$ cat src/rtl/store_trace_monitor_pkg.sv
// Shared types and defaults for the store trace monitor.
// Holds the trace entry layout, monitor states and completion defaults.
package riscv_trace_pkg;

  localparam logic [31:0] DEF_TOHOST_ADDR = 32'h0000_0100;
  localparam int DEF_TIMEOUT_CYCLES = 4096;

  typedef struct packed {
    logic [31:0] addr;
    logic [31:0] data;
    logic [31:0] tstamp;
  } trace_entry_t;

  typedef enum logic [2:0] {
    S_IDLE    = 3'd0,
    S_RUN     = 3'd1,
    S_PASS    = 3'd2,
    S_FAIL    = 3'd3,
    S_TIMEOUT = 3'd4
  } mon_state_t;

endpackage

$ cat src/rtl/store_trace_monitor_if.sv
// Trace drain stream: head entry plus valid/ready handshake.
// master = monitor side, slave = consumer side.
interface store_trace_monitor_if #(
  parameter int XLEN = 32,
  parameter int TS_W = 32
);
  logic            trace_valid;
  logic            trace_ready;
  logic [XLEN-1:0] trace_addr;
  logic [XLEN-1:0] trace_data;
  logic [TS_W-1:0] trace_time;

  modport master (
    output trace_valid,
    input  trace_ready,
    output trace_addr,
    output trace_data,
    output trace_time
  );

  modport slave (
    input  trace_valid,
    output trace_ready,
    input  trace_addr,
    input  trace_data,
    input  trace_time
  );
endinterface

$ cat src/rtl/store_trace_monitor_fifo.sv
// Synchronous FIFO for trace entries, extra pointer bit for full/empty.
// Head reads as zero while empty so idle outputs are clean.
module trace_fifo
  import riscv_trace_pkg::*;
#(
  parameter int  DEPTH   = 16,
  parameter type entry_t = trace_entry_t
) (
  input  logic   clk,
  input  logic   rst,
  input  logic   push,
  input  logic   pop,
  input  entry_t din,
  output entry_t dout,
  output logic   full,
  output logic   empty
);

  localparam int AW = $clog2(DEPTH);

  logic [AW:0] wr_ptr;
  logic [AW:0] rd_ptr;
  logic        push_ok;
  logic        pop_ok;
  entry_t      mem [DEPTH];

  assign empty = wr_ptr == rd_ptr;
  assign full  = (wr_ptr[AW] != rd_ptr[AW]) &&
                 (wr_ptr[AW-1:0] == rd_ptr[AW-1:0]);

  // A pop frees the slot the same cycle, so push is allowed when full.
  assign pop_ok  = pop & ~empty;
  assign push_ok = push & (~full | pop_ok);

  always_ff @(posedge clk or negedge rst) begin
    if (!rst) begin
      wr_ptr <= '0;
      rd_ptr <= '0;
    end else begin
      if (push_ok) wr_ptr <= wr_ptr + 1'b1;
      if (pop_ok)  rd_ptr <= rd_ptr + 1'b1;
    end
  end

  always_ff @(posedge clk) begin
    if (push_ok) mem[wr_ptr[AW-1:0]] <= din;
  end

  assign dout = empty ? '0 : mem[rd_ptr[AW-1:0]];

endmodule

$ cat src/rtl/store_trace_monitor.sv
// Store trace monitor: timestamps core stores, detects tohost completion.
// Optional address window capture with STORE_TRACE_FILTER_EN.
module store_trace_monitor
  import riscv_trace_pkg::*;
#(
  parameter int            XLEN           = 32,
  parameter int            DEPTH          = 16,
  parameter int            TS_W           = 32,
  parameter logic [XLEN-1:0] TOHOST_ADDR  = XLEN'(DEF_TOHOST_ADDR),
  parameter int            TIMEOUT_CYCLES = DEF_TIMEOUT_CYCLES,
  parameter logic [XLEN-1:0] FILTER_LO    = '0,
  parameter logic [XLEN-1:0] FILTER_HI    = XLEN'(32'h0000_00FF)
) (
  input  logic            clk,
  input  logic            rst,
  input  logic            start,
  input  logic            mem_write,
  input  logic [XLEN-1:0] data_addr_m,
  input  logic [XLEN-1:0] write_data_m,
  store_trace_monitor_if.master tr,
  output logic            done,
  output logic            pass,
  output logic            timeout,
  output logic            overflow,
  output logic [7:0]      drop_count
);

  typedef struct packed {
    logic [XLEN-1:0] addr;
    logic [XLEN-1:0] data;
    logic [TS_W-1:0] tstamp;
  } entry_t;

  localparam logic [TS_W-1:0] WD_LAST = TS_W'(TIMEOUT_CYCLES - 1);

  mon_state_t      state;
  mon_state_t      state_d;
  logic [TS_W-1:0] cnt;
  logic            run;
  logic            hit_tohost;
  logic            in_win;
  logic            push_req;
  logic            drop;
  logic            full;
  logic            empty;
  entry_t          din;
  entry_t          head;

  assign run        = state == S_RUN;
  assign hit_tohost = run & mem_write & (data_addr_m == TOHOST_ADDR);

`ifdef STORE_TRACE_FILTER_EN
  // Unsigned offset test covers LO..HI without a constant compare.
  assign in_win = (data_addr_m - FILTER_LO) <= (FILTER_HI - FILTER_LO);
`else
  logic unused_filter;
  assign in_win        = 1'b1;
  assign unused_filter = ^{FILTER_LO, FILTER_HI};
`endif

  assign push_req = run & mem_write & (in_win | hit_tohost);
  assign drop     = push_req & full & ~tr.trace_ready;

  assign din = '{addr: data_addr_m, data: write_data_m, tstamp: cnt};

  trace_fifo #(
    .DEPTH  (DEPTH),
    .entry_t(entry_t)
  ) u_fifo (
    .clk  (clk),
    .rst  (rst),
    .push (push_req),
    .pop  (tr.trace_ready),
    .din  (din),
    .dout (head),
    .full (full),
    .empty(empty)
  );

  always_comb begin
    state_d = state;
    unique case (state)
      S_IDLE: if (start) state_d = S_RUN;
      S_RUN: begin
        if (hit_tohost)
          state_d = (write_data_m == XLEN'(1)) ? S_PASS : S_FAIL;
        else if (cnt == WD_LAST)
          state_d = S_TIMEOUT;
      end
      default: state_d = state;
    endcase
  end

  always_ff @(posedge clk or negedge rst) begin
    if (!rst) begin
      state      <= S_IDLE;
      cnt        <= '0;
      overflow   <= 1'b0;
      drop_count <= '0;
    end else begin
      state <= state_d;
      if (state == S_IDLE && start)
        cnt <= '0;
      else if (run && cnt != '1)
        cnt <= cnt + 1'b1;
      if (drop) begin
        overflow <= 1'b1;
        if (drop_count != 8'hFF) drop_count <= drop_count + 8'd1;
      end
    end
  end

  assign done    = (state == S_PASS) | (state == S_FAIL) |
                   (state == S_TIMEOUT);
  assign pass    = state == S_PASS;
  assign timeout = state == S_TIMEOUT;

  assign tr.trace_valid = ~empty;
  assign tr.trace_addr  = head.addr;
  assign tr.trace_data  = head.data;
  assign tr.trace_time  = head.tstamp;

endmodule

$ cat src/flat_wrapper.sv
// flat-port wrapper written by rule: the top's interface ports become plain ports
module store_trace_monitor_flat import riscv_trace_pkg::*;
#(
  parameter int            XLEN           = 32,
  parameter int            DEPTH          = 16,
  parameter int            TS_W           = 32,
  parameter logic [XLEN-1:0] TOHOST_ADDR  = XLEN'(DEF_TOHOST_ADDR),
  parameter int            TIMEOUT_CYCLES = DEF_TIMEOUT_CYCLES,
  parameter logic [XLEN-1:0] FILTER_LO    = '0,
  parameter logic [XLEN-1:0] FILTER_HI    = XLEN'(32'h0000_00FF)
)
  (clk, rst, start, mem_write, data_addr_m, write_data_m, done, pass, timeout, overflow, drop_count, tr_trace_valid, tr_trace_ready, tr_trace_addr, tr_trace_data, tr_trace_time);
  store_trace_monitor_if #(.XLEN(XLEN), .TS_W(TS_W)) tr_i ();
  input  logic clk;
  input  logic rst;
  input  logic start;
  input  logic mem_write;
  input  logic [XLEN-1:0] data_addr_m;
  input  logic [XLEN-1:0] write_data_m;
  output logic done;
  output logic pass;
  output logic timeout;
  output logic overflow;
  output logic [7:0] drop_count;
  output wire logic [$bits(tr_i.trace_valid)-1:0] tr_trace_valid;
  input wire logic [$bits(tr_i.trace_ready)-1:0] tr_trace_ready;
  output wire logic [$bits(tr_i.trace_addr)-1:0] tr_trace_addr;
  output wire logic [$bits(tr_i.trace_data)-1:0] tr_trace_data;
  output wire logic [$bits(tr_i.trace_time)-1:0] tr_trace_time;
  assign tr_trace_valid = tr_i.trace_valid;
  assign tr_i.trace_ready = tr_trace_ready;
  assign tr_trace_addr = tr_i.trace_addr;
  assign tr_trace_data = tr_i.trace_data;
  assign tr_trace_time = tr_i.trace_time;
  store_trace_monitor #(.XLEN(XLEN), .DEPTH(DEPTH), .TS_W(TS_W), .TOHOST_ADDR(TOHOST_ADDR), .TIMEOUT_CYCLES(TIMEOUT_CYCLES), .FILTER_LO(FILTER_LO), .FILTER_HI(FILTER_HI)) u_core (.clk(clk), .rst(rst), .start(start), .mem_write(mem_write), .data_addr_m(data_addr_m), .write_data_m(write_data_m), .tr(tr_i), .done(done), .pass(pass), .timeout(timeout), .overflow(overflow), .drop_count(drop_count));
endmodule
$ cat config.mk
export PLATFORM = sky130hd
export DESIGN_NAME = store_trace_monitor_flat
export DESIGN_NICKNAME = d
export VERILOG_FILES = /design/src/rtl/store_trace_monitor_pkg.sv /design/src/rtl/store_trace_monitor_if.sv /design/src/rtl/store_trace_monitor_fifo.sv /design/src/rtl/store_trace_monitor.sv /design/src/flat_wrapper.sv
export SDC_FILE = /design/constraint.sdc
export NUM_CORES = 2
export LEC_CHECK = 0
export BUFFER_PORTS_ARGS = -buffer_cell sky130_fd_sc_hd__buf_2
export CAP_MARGIN = 20
export CORE_ASPECT_RATIO = 0.75
export CORE_UTILIZATION = 62
export CTS_CLUSTER_DIAMETER = 120
export CTS_CLUSTER_SIZE = 40
export DETAILED_ROUTE_END_ITERATION = 12
export PLACE_DENSITY = 0.76
export SYNTH_ARGS = -nofsm -noshare
export SYNTH_HDL_FRONTEND = slang
export SYNTH_SLANG_ARGS = --single-unit
$ cat constraint.sdc
create_clock -name clk -period 11.1 [get_ports clk]
set_input_delay 1.11 -clock clk [delete_from_list [all_inputs] [get_ports clk]]
set_output_delay 1.11 -clock clk [all_outputs]
set_load 0.01 [all_outputs]
==> results.txt <==
Pre-antenna DRT Iters: 6
Min Clock Period, post-route: 6.15 ns
Leak Pwr: 20.1 nW
Die ar.: 100000 um2
Comb pwr share: 29.1%
Slew margin rel.: 22.4%
Fin nets: 2794
Top cell type's share of synthesized area: 75.1%
I/O pins: 178
Worst r2r src: u_core.state[0]$_DFFE_PN0P_
PortBufs: 177
Antenna Nets Post-Route: 0
R2r setup slk: 6.42 ns
Cell accounting for the most synthesized area: edfxtp_1
Final instance area: 65100 um2
Post-Syn Nets: 2657
Post-synth top flop: edfxtp_1
DR vias: 27800
Max clock buf depth: 3
Hold Crit Class: reg2reg
Worst reg-to-reg path cell count: 6
Worst hold stages: 1
CP max FO: 180
Worst path max stage delay: 1.05 ns
Vias in the first global route: 28400
H-tree depth: 2
Layout cells sized above 1: 29.0%
Seq/Total Area, Yosys: 77.3%
Fin. Hold Viols: 0
Commonest non-fill, non-tap cell in the layout: edfxtp_1
Area after DPL: 63800 um2
Die Ht: 275 um
IR drop worst, VDD: 0.238 mV
GR Util All Layers: 26.2%
Max Cap Viol: 0
CP Launch Point: u_core.u_fifo.rd_ptr[1]$_DFFE_PN0P_
Initial core utilization: 62.8%
Routed wire length: 130000 um
WP data arrival: 5.04 ns
DRC errors left: 0
Area delta synth->final: 6.09%
CP most frequent cell: mux4_2
# fillers: 5862
CTS clock-pin slew for the worst setup and hold paths: 0.14 ns
Number of cell rows: 99
Sw Pwr: 3.51 mW
Final Slew Violations: 0
Part of the power in registers: 52.2%
First-pass GRT wire length: 189000 um
Via density: 6.85
FF-to-FF End: u_core.u_fifo.mem[14][49]$_DFFE_PP_
Async set-reset flop share out of synthesis: 3.40%
Grt ovf: 0
Hpwl dp: 66600 um
Cts-stage hold buffer count: 0
Syn Std Cell Area: 61400 um2
Core area: 97700 um2
Period utilization: 55.4%
Yosys reg bits: 1590
Die W: 365 um
Clock network power share: 18.6%
Outcome: complete, no violations
Largest net degree at the start of global routing: 181
Synth warnings: 0
Syn_area_per_cell: 23.8 um2
Commonest cells after routing, fill and taps aside: edfxtp_1, mux4_2, buf_2, and2_1, dfrtp_1
DRT iter0 DRCs: 3902
Clk_skew: 0.0314 ns
Initial antenna violation count: 8
Routed length per instance: 31.9 um
Sink Count: 1590
Sw frac: 27.3%
Cell at the slowest stage of the critical path: dfrtp_4
Critical-path cell list: buf_4, buf_12, mux4_2, mux4_2, and2_1, buf_2
Setup TNS: 0 ns
Number of synthesized flops with an enable pin: 1536
Clk_lat worst skew: 0.68 ns
Startpoint of the worst hold path: u_core.overflow$_DFFE_PN0P_
Critical path class: reg2out
Worst Setup Start Kind: register
Postcts setup bufs: 0
Post-CTS sizing: 0
RSZ-0062 raised after global routing: no
Cell count after synthesis: 2581
Root Buffer: clkbuf_16
CTS tree: yes
Int Power: 9.37 mW
Achievable frequency: 162 MHz
Worst hold path endpoint: u_core.overflow$_DFFE_PN0P_
Worst-Margin Slew: 1.16 ns
Synth top area cells: edfxtp_1, mux4_2, dfrtp_1
Synth cell types: 51
CP endpoint kind: output port
Power Dens Cells: 198 nW/um2
Critical path required time: 9.99 ns
CTS buffer count: 45
Final Setup Violations: 0
Routability-driven placement congestion ratio: 0.794
synthesized netlist by cell type, types with 12 or more instances:
cell type and number:
clkbuf_1 60, buf_1 16, buf_4 15, edfxtp_1 1536, nand4_1 22, a21oi_1 14, or4_1 12, and2_1 99
nand3_1 15, nor4_1 22, dfrtp_1 54, mux4_2 480, nand2_1 31, buf_2 37, and3_1 23
cells by family after synthesis:
kind of cell / after synthesis / share of synthesized area [%]
AND/OR/NAND/NOR: 284 / 2.87
adder cells (fa/ha/maj): 7 / 0.143
XOR/XNOR: 20 / 0.285
AO/OA/AOI/OAI: 53 / 0.560
buffers and inverters: 139 / 1.08
flip-flops: 1590 / 77.3
multiplexers: 488 / 17.7
worst max-delay path: cells and delay by family (launching register included):
family	cells	cell delay, ns
buffers and inverters	3	1.81
DFF	1	1.05
muxes	2	1.00
and+or+nand+nor	1	0.21
power groups by stage:
stage	clock network, mW	registers (mW)	logic (mW)
floorplan	0	6.71	2.89
global placement	0	6.90	3.71
detailed placement	0	6.87	3.80
CTS	2.43	6.73	3.81
global route	2.60	6.74	4.01
finish	2.40	6.73	3.76
metrics by stage:
stage	power, mW	utilization [%]	setup slack (ns)	instances	hold WS (ns)
after global routing	13.4	66.6	4.78	4049	0.536
final	12.9	66.6	4.95	4055	0.502
after floorplan	9.60	-	2.28	2581	0.462
after global placement	10.6	65.2	5.77	3977	0.450
after detailed placement	10.7	65.3	5.71	3981	0.469
after CTS	13.0	66.6	4.93	4046	0.500
registers in the layout, indices dropped and copies added (netlist names):
register / count
u_core.overflow: 1
u_core.cnt: 32
u_core.drop_count: 8
u_core.u_fifo.rd_ptr: 5
u_core.u_fifo.mem: 1536
u_core.state: 3
u_core.u_fifo.wr_ptr: 5
final cells by class:
class                           instances  area [um2]  share of cell area (%)
Tap cell                             1313        1640                    2.52
Antenna cell                            6        15.0                  0.0231
Sequential cell                      1590       47500                    72.9
Clock buffer                           63        1240                    1.90
Clock inverter                          2        20.0                  0.0307
Inverter                                6        23.8                  0.0365
Timing Repair Buffer                  223        1350                    2.07
Multi-Input combinational cell        852       13400                    20.5
worst max-delay path by stage:
stage | end | slack [ns] | cells after the start
after floorplan | u_core.u_fifo.mem[3][0]$_DFFE_PP_ | 2.28 | 5
after global placement | tr_trace_time[7] | 5.77 | 6
after detailed placement | tr_trace_time[7] | 5.71 | 6
after CTS | tr_trace_data[18] | 4.93 | 6
after global routing | tr_trace_data[18] | 4.78 | 6
final | tr_trace_time[7] | 4.95 | 6
layer usage:
layer  global-route usage (%)  wire, um  share of wire, %  up-vias
met5                        0         0                 0        -
met4                     4.81      1950               1.5        0
met3                     2.62      9430               7.3      121
met2                     43.8     66200                51     1351
met1                     38.8     51900                40    15100
li1                         -         -                 -    11200
(Power assumes the default switching activity.)
